### src/rtl/capture_sequencer_if.sv
// rtl/capture_sequencer_if.sv - UART, sampler, sender and sample-memory control bundle for capture_sequencer
interface capture_sequencer_if #(
   parameter int NUM_CHANNELS = 4,
   parameter int DEPTH        = 256
);
   localparam int CH_W = $clog2(NUM_CHANNELS);
   localparam int AW   = $clog2(DEPTH);

   logic            iRxDone;
   logic [7:0]      iRxData;
   logic            iSamplingDone;
   logic            iSendingDone;
   logic            oFetchValue;
   logic            oInsertValue;
   logic            oResetSerial;
   logic            oStartSampling;
   logic            oStartSending;
   logic            oMemWrite;
   logic            oMemSel;
   logic [AW-1:0]   oSampleAddr;
   logic [CH_W-1:0] oChannel;
   logic            oBusy;
   logic            oError;
   logic [1:0]      oErrorCode;

   modport master (
      input  iRxDone, iRxData, iSamplingDone, iSendingDone,
      output oFetchValue, oInsertValue, oResetSerial, oStartSampling, oStartSending,
             oMemWrite, oMemSel, oSampleAddr, oChannel, oBusy, oError, oErrorCode
   );

   modport slave (
      output iRxDone, iRxData, iSamplingDone, iSendingDone,
      input  oFetchValue, oInsertValue, oResetSerial, oStartSampling, oStartSending,
             oMemWrite, oMemSel, oSampleAddr, oChannel, oBusy, oError, oErrorCode
   );
endinterface

### src/rtl/capture_sequencer.sv
// rtl/capture_sequencer.sv - Multi-channel capture controller: command fetch, sample capture, stream-back
module capture_sequencer #(
   parameter int NUM_CHANNELS   = 4,
   parameter int DEPTH          = 256,
   parameter int TIMEOUT_CYCLES = 65535
) (
   input logic                 iClock,
   input logic                 iReset,
   capture_sequencer_if.master bus
);
   localparam int CH_W = $clog2(NUM_CHANNELS);
   localparam int AW   = $clog2(DEPTH);
   localparam int TW   = $clog2(TIMEOUT_CYCLES + 1);

   localparam logic [AW-1:0] LAST_ADDR  = AW'(DEPTH - 1);
   localparam logic [TW-1:0] LAST_COUNT = TW'(TIMEOUT_CYCLES - 1);
   localparam logic [7:0]    NUM_CH8    = 8'(NUM_CHANNELS);

   localparam logic [1:0] ERR_NONE     = 2'b00;
   localparam logic [1:0] ERR_OVERFLOW = 2'b01;
   localparam logic [1:0] ERR_TIMEOUT  = 2'b10;
   localparam logic [1:0] ERR_CHANNEL  = 2'b11;

   typedef enum logic [2:0] {
      IDLE           = 3'd0,
      FETCH          = 3'd1,
      START_SAMPLING = 3'd2,
      SAMPLING       = 3'd3,
      START_SENDING  = 3'd4,
      SENDING        = 3'd5,
      NEXT_CHANNEL   = 3'd6,
      ERROR          = 3'd7
   } stateType;

   stateType        state;
   stateType        nextState;

   logic            sweepMode;
   logic [CH_W-1:0] startChannel;
   logic [CH_W-1:0] channel;
   logic [AW-1:0]   sampleAddr;
   logic [TW-1:0]   timeoutCount;
   logic [1:0]      errorCode;

   logic            startInvalid;
   logic            moreChannels;
   logic            sampleFull;
   logic            sendExpired;
   logic            unusedRxBits;

   logic            fetchValue;
   logic            insertValue;
   logic            resetSerial;
   logic            startSampling;
   logic            startSending;
   logic            memWrite;
   logic            memSel;
   logic            busy;
   logic            errorPulse;

   // Channel comparisons widened to 8 bits so NUM_CHANNELS=128 still fits.
   assign startInvalid = 8'(startChannel) >= NUM_CH8;
   assign moreChannels = 8'(channel) < (NUM_CH8 - 8'd1);
   assign sampleFull   = (sampleAddr == LAST_ADDR);
   assign sendExpired  = (timeoutCount == LAST_COUNT);
   assign unusedRxBits = ^bus.iRxData;

   always_ff @(posedge iClock or posedge iReset) begin
      if (iReset) begin
         state <= IDLE;
      end else begin
         state <= nextState;
      end
   end

   always_comb begin
      nextState     = state;
      fetchValue    = 1'b0;
      insertValue   = 1'b0;
      resetSerial   = 1'b0;
      startSampling = 1'b0;
      startSending  = 1'b0;
      memWrite      = 1'b0;
      memSel        = 1'b0;
      busy          = 1'b1;
      errorPulse    = 1'b0;
      case (state)
         IDLE: begin
            busy = 1'b0;
            if (bus.iRxDone) begin
               nextState = FETCH;
            end
         end
         FETCH: begin
            fetchValue = 1'b1;
            nextState  = startInvalid ? ERROR : START_SAMPLING;
         end
         START_SAMPLING: begin
            startSampling = 1'b1;
            resetSerial   = 1'b1;
            insertValue   = 1'b1;
            nextState     = SAMPLING;
         end
         SAMPLING: begin
            memWrite = 1'b1;
            // Completion wins over a full buffer on the last address.
            if (bus.iSamplingDone) begin
               nextState = START_SENDING;
            end else if (sampleFull) begin
               nextState = ERROR;
            end
         end
         START_SENDING: begin
            startSending = 1'b1;
            memSel       = 1'b1;
            nextState    = SENDING;
         end
         SENDING: begin
            memSel = 1'b1;
            if (bus.iSendingDone) begin
               nextState = (sweepMode && moreChannels) ? NEXT_CHANNEL : IDLE;
            end else if (sendExpired) begin
               nextState = ERROR;
            end
         end
         NEXT_CHANNEL: begin
            nextState = START_SAMPLING;
         end
         ERROR: begin
            errorPulse = 1'b1;
            nextState  = IDLE;
         end
         default: begin
            nextState = IDLE;
         end
      endcase
   end

   always_ff @(posedge iClock or posedge iReset) begin
      if (iReset) begin
         sweepMode    <= 1'b0;
         startChannel <= '0;
         channel      <= '0;
         sampleAddr   <= '0;
         timeoutCount <= '0;
         errorCode    <= ERR_NONE;
      end else begin
         case (state)
            IDLE: begin
               if (bus.iRxDone) begin
                  sweepMode    <= bus.iRxData[7];
                  startChannel <= bus.iRxData[CH_W-1:0];
               end
            end
            FETCH: begin
               errorCode <= startInvalid ? ERR_CHANNEL : ERR_NONE;
               if (!startInvalid) begin
                  channel <= startChannel;
               end
            end
            START_SAMPLING: begin
               sampleAddr <= '0;
            end
            SAMPLING: begin
               // Saturate at the last word so an overflow leaves the address at DEPTH-1.
               if (!sampleFull) begin
                  sampleAddr <= sampleAddr + 1'b1;
               end
               if (!bus.iSamplingDone && sampleFull) begin
                  errorCode <= ERR_OVERFLOW;
               end
            end
            START_SENDING: begin
               timeoutCount <= '0;
            end
            SENDING: begin
               timeoutCount <= timeoutCount + 1'b1;
               if (!bus.iSendingDone && sendExpired) begin
                  errorCode <= ERR_TIMEOUT;
               end
            end
            NEXT_CHANNEL: begin
               channel <= channel + 1'b1;
            end
            default: begin
            end
         endcase
      end
   end

   assign bus.oFetchValue    = fetchValue;
   assign bus.oInsertValue   = insertValue;
   assign bus.oResetSerial   = resetSerial;
   assign bus.oStartSampling = startSampling;
   assign bus.oStartSending  = startSending;
   assign bus.oMemWrite      = memWrite;
   assign bus.oMemSel        = memSel;
   assign bus.oSampleAddr    = sampleAddr;
   assign bus.oChannel       = channel;
   assign bus.oBusy          = busy;
   assign bus.oError         = errorPulse;
   assign bus.oErrorCode     = errorCode;
endmodule
### src/flat_wrapper.sv
// flat-port wrapper written by rule: the top's interface ports become plain ports
module capture_sequencer_flat 
#(
   parameter int NUM_CHANNELS   = 4,
   parameter int DEPTH          = 256,
   parameter int TIMEOUT_CYCLES = 65535
)
  (iClock, iReset, bus_iRxDone, bus_iRxData, bus_iSamplingDone, bus_iSendingDone, bus_oFetchValue, bus_oInsertValue, bus_oResetSerial, bus_oStartSampling, bus_oStartSending, bus_oMemWrite, bus_oMemSel, bus_oSampleAddr, bus_oChannel, bus_oBusy, bus_oError, bus_oErrorCode);
  capture_sequencer_if #(.NUM_CHANNELS(NUM_CHANNELS), .DEPTH(DEPTH)) bus_i ();
  input logic iClock;
  input logic iReset;
  input wire logic [$bits(bus_i.iRxDone)-1:0] bus_iRxDone;
  input wire logic [$bits(bus_i.iRxData)-1:0] bus_iRxData;
  input wire logic [$bits(bus_i.iSamplingDone)-1:0] bus_iSamplingDone;
  input wire logic [$bits(bus_i.iSendingDone)-1:0] bus_iSendingDone;
  output wire logic [$bits(bus_i.oFetchValue)-1:0] bus_oFetchValue;
  output wire logic [$bits(bus_i.oInsertValue)-1:0] bus_oInsertValue;
  output wire logic [$bits(bus_i.oResetSerial)-1:0] bus_oResetSerial;
  output wire logic [$bits(bus_i.oStartSampling)-1:0] bus_oStartSampling;
  output wire logic [$bits(bus_i.oStartSending)-1:0] bus_oStartSending;
  output wire logic [$bits(bus_i.oMemWrite)-1:0] bus_oMemWrite;
  output wire logic [$bits(bus_i.oMemSel)-1:0] bus_oMemSel;
  output wire logic [$bits(bus_i.oSampleAddr)-1:0] bus_oSampleAddr;
  output wire logic [$bits(bus_i.oChannel)-1:0] bus_oChannel;
  output wire logic [$bits(bus_i.oBusy)-1:0] bus_oBusy;
  output wire logic [$bits(bus_i.oError)-1:0] bus_oError;
  output wire logic [$bits(bus_i.oErrorCode)-1:0] bus_oErrorCode;
  assign bus_i.iRxDone = bus_iRxDone;
  assign bus_i.iRxData = bus_iRxData;
  assign bus_i.iSamplingDone = bus_iSamplingDone;
  assign bus_i.iSendingDone = bus_iSendingDone;
  assign bus_oFetchValue = bus_i.oFetchValue;
  assign bus_oInsertValue = bus_i.oInsertValue;
  assign bus_oResetSerial = bus_i.oResetSerial;
  assign bus_oStartSampling = bus_i.oStartSampling;
  assign bus_oStartSending = bus_i.oStartSending;
  assign bus_oMemWrite = bus_i.oMemWrite;
  assign bus_oMemSel = bus_i.oMemSel;
  assign bus_oSampleAddr = bus_i.oSampleAddr;
  assign bus_oChannel = bus_i.oChannel;
  assign bus_oBusy = bus_i.oBusy;
  assign bus_oError = bus_i.oError;
  assign bus_oErrorCode = bus_i.oErrorCode;
  capture_sequencer #(.NUM_CHANNELS(NUM_CHANNELS), .DEPTH(DEPTH), .TIMEOUT_CYCLES(TIMEOUT_CYCLES)) u_core (.iClock(iClock), .iReset(iReset), .bus(bus_i));
endmodule
### config.mk
export PLATFORM = sky130hd
export DESIGN_NAME = capture_sequencer_flat
export DESIGN_NICKNAME = d
export VERILOG_FILES = /design/src/rtl/capture_sequencer_if.sv /design/src/rtl/capture_sequencer.sv /design/src/flat_wrapper.sv
export SDC_FILE = /design/constraint.sdc
export NUM_CORES = 1
export LEC_CHECK = 0
export BUFFER_PORTS_ARGS = -buffer_cell sky130_fd_sc_hd__buf_2
export CAP_MARGIN = 0
export CORE_ASPECT_RATIO = 0.6
export CORE_MARGIN = 2
export CORE_UTILIZATION = 50
export CTS_CLUSTER_SIZE = 20
export DETAILED_ROUTE_END_ITERATION = 10
export PLACE_DENSITY = 0.85
export SETUP_SLACK_MARGIN = 0.3
export SLEW_MARGIN = 20
export SYNTH_ARGS = -nofsm -noshare
export SYNTH_HDL_FRONTEND = slang
export SYNTH_SLANG_ARGS = --single-unit
### constraint.sdc
create_clock -name iClock -period 4.5 [get_ports iClock]
set_input_delay 1.125 -clock iClock [delete_from_list [all_inputs] [get_ports iClock]]
set_output_delay 1.125 -clock iClock [all_outputs]
set_load 0.02 [all_outputs]
==> reports/results.txt, run 1 <==
Top FF cell, synth -> dfrtp_1
Mux cell area share after synthesis -> 0.0283
Largest family of logic cells by synthesized area -> simple AND/OR/NAND/NOR gates
Total Wirelength -> 3960 um
Via count -> 1579
Worst path required time -> 3.38 ns
Number of synthesized flops with an enable pin -> 0
Crit path capture type -> primary output
# hold bufs at CTS -> 0
CTS tree -> done
Post-synthesis compound-gate area fraction -> 0.162
GRT Total Usage -> 0.201
Adder-cell share of the synthesized area -> 0.0263
ANT nets after route -> 0
Setup TNS -> 0 ns
# DRC -> 0
Post-synth ARST share -> 1.00
Final hold violations -> 0
Vias in the first global route -> 1440
Worst-path fanout max -> 16
RR Startpoint -> u_core.state[1]
Die ar. -> 4330 sq um
I/O pins -> 34
Syn_nets -> 220
PD cells -> 516 nW/um^2
Setup violations, final -> 0
Max cap viols -> 0
GP Congestion -> 0.882
Post-synthesis sequential area ratio -> 0.447
Worst Tran Pin Value -> 0.541 ns
Wire per inst -> 14.2 um
Yosys warnings -> 0
Clk_lat worst skew -> 0.29 ns
First-pass GRT wire length -> 6740 um
CTS Root Cell -> clkbuf_8
Layout cells sized above 1 -> 0.199
Max IR drop VDD -> 0.000270 V
Antenna violations before repair -> 0
Drt first-iter violations -> 154
Arrival @ worst endpoint -> 1.79 ns
Core Region -> 3660 sq um
FF-to-FF setup slack -> 2.53 ns
Unique masters post-synth -> 44
Flops & latches, synth -> 34
Reg2reg end -> u_core.timeoutCount[15]
Diode count -> 0
Final critical-path share of the clock period -> 0.648
Max frequency -> 343 MHz
Clock-pin slew on the worst setup and hold paths -> 0.07 ns
H-tree lvl count -> 2
Largest net degree at the start of global routing -> 35
Post-Layout Cell Count -> 278
Clk_skew -> 0.00656 ns
Hpwl dp -> 2800 um
Design area -> 2150 sq um
Static Leak -> 0.00103 uW
Simple-gate share of the synthesized area -> 0.241
Syn Area/Cell -> 9.37 sq um
Hold Path Sink -> u_core.timeoutCount[3]
Placed cell count -> 270
Vias/cell -> 5.68
Gates resized, CTS repair -> 0
CTS sink cnt -> 34
Outcome -> completed
Hold slack -> 0.507 ns
Horiz. Die Dim -> 83.6 um
Hold WC Path Type -> reg2reg
FF-to-FF path depth -> 4
CP Launch Type -> flip-flop
Synthesized netlist cell count -> 203
Area after DPL -> 2050 sq um
Hold Startpoint -> u_core.timeoutCount[3]
Xor/xnor cell area share of the yosys netlist -> 0.0414
CTS max path bufs -> 2
Final min period -> 2.92 ns
CTS buffer count -> 5
Initial Util -> 0.520
Site Rows -> 17
DR pass1 iterations -> 4
Final Net Count -> 247
RSZ-0062 raised after global routing -> false
Post-Syn Area -> 1900 sq um
Post-CTS Setup Bufs -> 0
WS Path Type -> reg2out
P&R area growth vs syn -> 13.0%
IO buf count -> 28
Max-slew violation count -> 0
Slew HR -> 0.639
Hold path depth -> 1
Die Height -> 51.8 um
Total gr overflow -> 0
==> routing by layer <==
metal / GRT usage / part of all wire / vias to the layer above / wire length (um)
met5: 0 / 0 / - / 0
met4: 0.0968 / 0.018 / 0 / 70
met3: 0.0508 / 0.041 / 7 / 164
met2: 0.296 / 0.42 / 38 / 1670
met1: 0.282 / 0.52 / 749 / 2060
li1: - / - / 785 / -
==> Yosys cell counts, types with 2 or more instances <==
library cell | instances | share of area
dfrtp_1 | 34 | 0.45
nand2_1 | 21 | 0.041
o21ai_0 | 18 | 0.047
nor2_1 | 17 | 0.034
nand3_1 | 12 | 0.032
a21oi_1 | 11 | 0.029
inv_1 | 11 | 0.022
or3_1 | 6 | 0.020
and4_1 | 5 | 0.023
clkbuf_1 | 5 | 0.0099
xor2_1 | 5 | 0.023
ha_1 | 4 | 0.026
nand4_1 | 4 | 0.013
xnor2_1 | 4 | 0.018
and2_1 | 3 | 0.0099
mux2_2 | 3 | 0.018
nand2b_1 | 3 | 0.0099
o31ai_1 | 3 | 0.012
a211oi_1 | 2 | 0.0079
buf_4 | 2 | 0.0079
buf_6 | 2 | 0.012
mux2i_1 | 2 | 0.011
nand4_4 | 2 | 0.022
nor3_1 | 2 | 0.0053
o211ai_1 | 2 | 0.0079
o311a_1 | 2 | 0.011
==> power by group <==
| part | leakage [uW] | switching [uW] | internal (uW) |
|---|---|---|---|
| Combinational | 0.000531 | 258 | 153 |
| Sequential | 0.000455 | 99.4 | 363 |
| Clock | 0.0000472 | 114 | 123 |
==> cell type report <==
class	count	area, sq um
Clock inverter	2	12.5
Fill cell	318	1510
Inverter	11	41.3
Multi-Input combinational cell	148	948
Timing Repair Buffer	30	155
Clock buffer	6	82.6
Sequential cell	34	851
Tap cell	47	58.8
==> placed cells by master (no fill, tap or decap), drive strengths merged, types with 4 or more instances in the layout <==
master / count
a21oi: 11
and4: 5
buf: 30
clkbuf: 6
dfrtp: 34
ha: 4
inv: 11
nand2: 21
nand3: 12
nand4: 6
nor2: 17
o21ai: 18
or3: 6
xnor2: 4
xor2: 5
==> state kept, by name, indices dropped and copies added, names as in the netlist <==
register                cells
u_core.bus.oChannel         2
u_core.state                3
u_core.bus.oErrorCode       2
u_core.sweepMode            1
u_core.timeoutCount        16
u_core.startChannel         2
u_core.bus.oSampleAddr      8
==> cells by family (layout without fill, tap and decap cells) <==
kind of cell / Yosys count / after routing
AOI/OAI and AO/OA: 48 / 48
xor gates and xnor gates: 9 / 9
muxes: 5 / 5
buffers and inverters: 21 / 49
and+or+nand+nor: 82 / 82
adders and majority gates: 4 / 4
DFF: 34 / 34
==> how the worst max path moves through the flow <==
stage,start,end,cells after the start
4_1_cts,u_core.state[0],bus_oResetSerial,4
5_1_grt,u_core.state[0],bus_oInsertValue,4
2_1_floorplan,u_core.state[1],bus_oStartSending,4
3_3_place_gp,u_core.state[0],bus_oStartSampling,4
6_report,u_core.state[0],bus_oResetSerial,4
3_5_place_dp,u_core.state[0],bus_oStartSampling,4
==> worst max-delay path: stages, from the launching register on <==
cell     delay [ns]
dfrtp_1        0.55
inv_1          0.28
nand3_1        0.21
inv_1          0.25
buf_2          0.21
==> per-stage QoR <==
| step | worst slack, ns | total power [uW] | utilization |
|---|---|---|---|
| 5_1_grt | 1.32 | 1180 | 0.588 |
| 3_3_place_gp | 1.93 | 857 | 0.562 |
| 4_1_cts | 1.55 | 1110 | 0.588 |
| 3_5_place_dp | 1.87 | 869 | 0.562 |
| 6_report | 1.58 | 1110 | 0.588 |
| 2_1_floorplan | 2.08 | 763 | - |
Power figures use the tool's default switching activity.
==> run 2: changes to the inputs <==
==> constraint.sdc (replaced) <==
create_clock -name iClock -period 2.9 [get_ports iClock]
set_input_delay 0.725 -clock iClock [delete_from_list [all_inputs] [get_ports iClock]]
set_output_delay 0.725 -clock iClock [all_outputs]
set_load 0.02 [all_outputs]
==> run 2 against run 1 <==
Worst setup slack worse by 1.2 ns. Largest power group unchanged. Utilization is 0.31 points higher. Sequential share of layout area is 0.21 points lower. Wire length is 1.7% lower. Die area stayed put. Power is 60% higher. Non-clock buffer count stayed put. Final cell count stayed put. Sequential power is 55% higher.
==> reports/results.txt, run 2 (synthesis gave the netlist of run 1 again) <==
Outcome -> completed
Max frequency -> 404 MHz
Antenna violations before repair -> 0 (unchanged)
CTS Root Cell -> clkbuf_8
Slew HR -> 0.652 (+0.0124)
RSZ-0062 raised after global routing -> false
WS Path Type -> reg2out
Most frequent cells in the layout -> dfrtp_1, buf_2, nand2_1
Arrival @ worst endpoint -> 1.75 ns (-0.04 ns)
Area after DPL -> 2050 sq um (unchanged)
Die ar. -> 4330 sq um (unchanged)
Hold WC Path Type -> in2async
Psw -> 713 uW (+52%)
CTS buffer count -> 5 (unchanged)
Initial Util -> 0.520 (unchanged)
Max cap viols -> 0 (unchanged)
CTS sink cnt -> 34 (unchanged)
H-tree lvl count -> 2 (unchanged)
Max reg flops -> 16 (unchanged)
CP Launch Type -> flip-flop
Most common cell after layout, fill and taps aside -> dfrtp_1
DP Worst Slack -> 0.706 ns (-1.16 ns)
Worst-path fanout max -> 16 (unchanged)
Die Height -> 51.8 um (unchanged)
Crit path capture type -> primary output
Final critical-path share of the clock period -> 0.853
Wire per inst -> 14.0 um (-1.7%)
ANT nets after route -> 0 (unchanged)
GRT Total Usage -> 0.192 (-0.00904)
Worst Tran Pin Value -> 0.523 ns (-0.0186 ns)
Max IR drop VDD -> 0.000467 V (+73%)
# fillers -> 316 (-0.63%)
Horiz. Die Dim -> 83.6 um (unchanged)
Vias/cell -> 5.56 (-2.2%)
Diode count -> 0 (unchanged)
Core Region -> 3660 sq um (unchanged)
Via count -> 1545 (-2.2%)
Setup TNS -> 0 ns (unchanged)
Final min period -> 2.48 ns
Layout cells sized above 1 -> 0.195 (-0.00433)
IO buf count -> 28 (unchanged)
CTS tree -> done
P&R area growth vs syn -> 13.6%
I/O pins -> 34 (unchanged)
Design area -> 2160 sq um (+0.52%)
Setup violations, final -> 0 (unchanged)
GP Congestion -> 0.881 (about the same)
Total Wirelength -> 3890 um (-1.7%)
Drt first-iter violations -> 131 (-15%)
Static Leak -> 0.00104 uW (+0.32%)
Post-layout util -> 0.591 (+0.00308)
Switching fraction of total power -> 0.403 (-0.0217)
Clock-pin slew on the worst setup and hold paths -> 0.07 ns (about the same)
Post-CTS Setup Bufs -> 0 (unchanged)
Slack of the critical path -> 0.425 ns (-1.16 ns)
Part of the power in the clock network -> 0.239 (+0.026)
# hold bufs at CTS -> 0 (unchanged)
Clk_skew -> 0.00830 ns (+0.00174 ns)
DR pass1 iterations -> 4 (unchanged)
Top reg by flops -> u_core.timeoutCount
Final Net Count -> 247 (unchanged)
Part of the power in registers -> 0.405 (-0.012)
Max-slew violation count -> 0 (unchanged)
# DRC -> 0 (unchanged)
Internal Power -> 1060 uW (+66%)
Final hold violations -> 0 (unchanged)
Worst path required time -> 2.17 ns (-1.21 ns)
Vias in the first global route -> 1379 (-4.2%)
Gates resized, CTS repair -> 0 (unchanged)
PD cells -> 819 nW/um^2 (+59%)
Combinational share of power -> 0.356 (-0.014)
Clk_lat worst skew -> 0.29 ns (about the same)
First-pass GRT wire length -> 6460 um (-4.2%)
Hpwl dp -> 2810 um (+0.42%)
Largest net degree at the start of global routing -> 35 (unchanged)
Total gr overflow -> 0 (unchanged)
Site Rows -> 17 (unchanged)
CTS max path bufs -> 2 (unchanged)
[run 2: metrics by stage]
step,hold WS (ns),total power [uW],cells
5_1_grt,0.533,1890,278
3_3_place_gp,0.497,1330,270
3_5_place_dp,0.500,1340,270
4_1_cts,0.517,1780,278
6_report,0.511,1770,278
2_1_floorplan,0.459,1180,203
[run 2: layer usage]
layer / wire length [um] / share of wire / vias to the layer above / global-route usage
met3: 225 / 0.058 / 4 / 0.0460
li1: - / - / 782 / -
met1: 2030 / 0.52 / 714 / 0.293
met5: 0 / 0 / - / 0
met4: 51 / 0.013 / 0 / 0.0995
met2: 1580 / 0.41 / 45 / 0.249
[run 2: worst paths after layout]
kind	from	end	slack [ns]	depth (start not counted)
worst max-delay path	u_core.state[0]	bus_oStartSampling	0.42	4
worst min-delay path	iReset	u_core.bus.oSampleAddr[3]	0.51	3
worst max register to register	u_core.state[1]	u_core.timeoutCount[15]	0.95	4
worst min register to register	u_core.startChannel[1]	u_core.startChannel[1]	0.51	1
max in group asynchronous	iReset	u_core.timeoutCount[9]	2.08	3
min in group iClock	u_core.startChannel[1]	u_core.startChannel[1]	0.51	1
[run 2: layout make-up]
cell class / instances / area, sq um / share of cell area
clock buffer: 7 / 76.3 / 0.0353
clock inverter: 1 / 30.0 / 0.0139
inverter: 11 / 41.3 / 0.0191
multi-input combinational: 148 / 948 / 0.439
sequential: 34 / 851 / 0.394
tap: 47 / 58.8 / 0.0272
timing repair buffer: 30 / 155 / 0.0718
[run 2: power groups by stage]
stage	Combinational, uW	Sequential, uW	Clock [uW]
2_1_floorplan	499	684	0
3_3_place_gp	613	715	0
3_5_place_dp	623	721	0
4_1_cts	629	713	433
5_1_grt	700	736	450
6_report	630	717	423
[run 2: critical path, stage by stage (launching register included)]
cell and delay [ns]:
dfrtp_1 0.56, inv_1 0.28, nand3_1 0.24, inv_2 0.20, buf_2 0.19
==> run 3: changes to the inputs <==
--- a/config.mk
+++ b/config.mk
@@ -7,12 +7,14 @@
 export LEC_CHECK = 0
 export BUFFER_PORTS_ARGS = -buffer_cell sky130_fd_sc_hd__buf_2
 export CAP_MARGIN = 0
+export CELL_PAD_IN_SITES_DETAIL_PLACEMENT = 0
+export CELL_PAD_IN_SITES_GLOBAL_PLACEMENT = 1
 export CORE_ASPECT_RATIO = 0.6
 export CORE_MARGIN = 2
-export CORE_UTILIZATION = 50
+export CORE_UTILIZATION = 42
 export CTS_CLUSTER_SIZE = 20
 export DETAILED_ROUTE_END_ITERATION = 10
-export PLACE_DENSITY = 0.85
+export PLACE_DENSITY = 0.91
 export SETUP_SLACK_MARGIN = 0.3
 export SLEW_MARGIN = 20
 export SYNTH_ARGS = -nofsm -noshare
==> constraint.sdc (replaced) <==
create_clock -name iClock -period 2.6 [get_ports iClock]
set_input_delay 0.65 -clock iClock [delete_from_list [all_inputs] [get_ports iClock]]
set_output_delay 0.65 -clock iClock [all_outputs]
set_load 0.02 [all_outputs]
==> run 3 against run 2 <==
Critical path depth is 1 lower. Clock power fell by 2%. Sequential power grew 7.8%. Sequential cell count is the same. Utilization decreased by 7.3 points. Clock skew down 0.0046 ns. Final cell count is 5.8% higher.
==> reports/results.txt, run 3 (synthesis gave the netlist of run 1 again) <==
Outcome -> completed
Arrival @ worst endpoint -> 1.56 ns (-0.19 ns)
Worst path required time -> 1.95 ns (-0.22 ns)
Multi-input logic area -> 953 sq um (+0.53%)
Wire per inst -> 14.9 um (+6.5%)
FF/Latch Area -> 852 sq um (+0.15%)
Final critical-path share of the clock period -> 0.848
CTS buffer count -> 5 (unchanged)
ANT nets after route -> 0 (unchanged)
Largest net degree at the start of global routing -> 35 (unchanged)
Worst Tran Pin Value -> 0.475 ns (-0.0473 ns)
Die ar. -> 5100 sq um (+18%)
Vias/cell -> 5.48 (-1.4%)
Diode count -> 0 (unchanged)
IO buf count -> 28 (unchanged)
# fillers -> 434 (+37%)
Final min period -> 2.21 ns
Most frequent cells in the layout -> dfrtp_1, buf_2, nand2_1
Via count -> 1611 (+4.3%)
Max reg flops -> 16 (unchanged)
Final hold violations -> 0 (unchanged)
DP Worst Slack -> 0.502 ns (-0.204 ns)
CTS max path bufs -> 2 (unchanged)
P&R area growth vs syn -> 15.2%
Clk_skew -> 0.00371 ns (-0.00459 ns)
Placed cell count -> 286 (+5.9%)
CTS sink cnt -> 34 (unchanged)
Crit path capture type -> primary output
Horiz. Die Dim -> 90.9 um (+8.7%)
Design area -> 2190 sq um (+1.4%)
Max frequency -> 453 MHz
Top reg by flops -> u_core.timeoutCount
Setup TNS -> 0 ns (unchanged)
GRT Total Usage -> 0.190 (-0.00232)
Core Region -> 4230 sq um (+16%)
GP Congestion -> 0.871 (-1.2%)
Worst-path fanout max -> 19 (+3)
Layout cells sized above 1 -> 0.218 (+0.0231)
Hpwl dp -> 3170 um (+13%)
Setup violations, final -> 0 (unchanged)
Max cap viols -> 0 (unchanged)
CP max stage cell -> dfrtp_2
Initial Util -> 0.449 (-0.0707)
Clock-pin slew on the worst setup and hold paths -> 0.07 ns (about the same)
Crit path largest cell delay -> 0.57 ns (about the same)
Die Height -> 56.1 um (+8.4%)
PD cells -> 900 nW/um^2 (+9.8%)
Antenna violations before repair -> 0 (unchanged)
Slew HR -> 0.675 (+0.0233)
Clk_lat worst skew -> 0.29 ns (about the same)
RSZ-0062 raised after global routing -> false
FF-to-FF path depth -> 4 (unchanged)
Post-Layout Cell Count -> 294 (+5.8%)
CTS tree -> done
DR pass1 iterations -> 4 (unchanged)
Site Rows -> 18 (+1)
Drt first-iter violations -> 88 (-33%)
Static Leak -> 0.00105 uW (+1.1%)
Slack of the critical path -> 0.394 ns (-0.0306 ns)
Final Net Count -> 250 (+1.2%)
WS Path Type -> reg2out
Cell Chain, Critical Path -> nand3b_1 -> inv_1 -> buf_2
I/O pins -> 34 (unchanged)
Most common cell after layout, fill and taps aside -> dfrtp_1
H-tree lvl count -> 2 (unchanged)
CP Launch Type -> flip-flop
WP depth -> 3 (-1)
Vias in the first global route -> 1518 (+10%)
Worst Path Buf+Inv -> 2 (-1)
Hold WC Path Type -> in2async
Area after DPL -> 2090 sq um (+1.9%)
Max-slew violation count -> 0 (unchanged)
Top delay family on crit path -> flip-flops
Max IR drop VDD -> 0.000544 V (+17%)
CTS Root Cell -> clkbuf_8
Total Wirelength -> 4380 um (+13%)
First-pass GRT wire length -> 7620 um (+18%)
Total gr overflow -> 0 (unchanged)
# DRC -> 0 (unchanged)
run 3: cell count changes in the layout (fill, tap and decap cells not counted):
cell and change:
buf_4 +3, bufinv_16 -1, clkbuf_1 -1, clkbuf_8 +1, clkinv_2 +1, dfrtp_1 -1, dfrtp_2 +1, nand3_1 -1
nand3_2 +1
run 3: final timing paths:
path	end	slack (ns)	start
max	bus_oMemWrite	0.39	u_core.state[1]
min	u_core.timeoutCount[12]	0.44	iReset
max reg2reg	u_core.timeoutCount[13]	0.72	u_core.state[1]
min reg2reg	u_core.startChannel[0]	0.51	u_core.startChannel[0]
max in group asynchronous	u_core.state[1]	1.82	iReset
min in group iClock	u_core.startChannel[0]	0.51	u_core.startChannel[0]
run 3: power by group:
| part | leakage (uW) | total (uW) | switching [uW] | internal, uW |
|---|---|---|---|---|
| combinational | 0.000545 | 783 | 490 | 293 |
| clock | 0.0000482 | 414 | 201 | 214 |
| sequential | 0.000454 | 773 | 143 | 630 |
| total | 0.00105 | 1970 | 833 | 1140 |
run 3: routing by layer:
| layer | track usage | vias to the layer above | part of all wire |
|---|---|---|---|
| met5 | 0 | - | 0 |
| met4 | 0.0693 | 0 | 0.014 |
| met3 | 0.0515 | 7 | 0.057 |
| met2 | 0.245 | 49 | 0.40 |
| met1 | 0.296 | 760 | 0.52 |
| li1 | - | 795 | - |
run 3: worst reg2reg max path, stage by stage, from the launching register on:
cell     delay (ns)
dfrtp_2        0.54
and4b_1        0.54
nand4_4        0.19
or3_1          0.39
a21oi_1        0.16
run 3: area by class of cell:
cell class,instances,area share
well taps,60,0.0343
flip-flops and latches,34,0.389
clock inverters,1,0.00228
inverters,11,0.0188
multi-input cells,148,0.435
clock buffers,7,0.0394
repair buffers,33,0.0811
run 3: through the flow:
step	total power, uW	hold WS (ns)	utilization
finish	1970	0.440	0.517
global route	2120	0.499	0.517
CTS	1970	0.459	0.516
global placement	1530	0.495	0.494
floorplan	1320	0.459	-
detailed placement	1550	0.492	0.494
run 3: timing repair:
item                       in CTS  in global routing
hold buffers                    0                  0
setup endpoints to repair       5                  3
pin swaps                       0                  0
buffers inserted                0                  0
gates cloned                    0                  0
gates resized for setup         1                  2
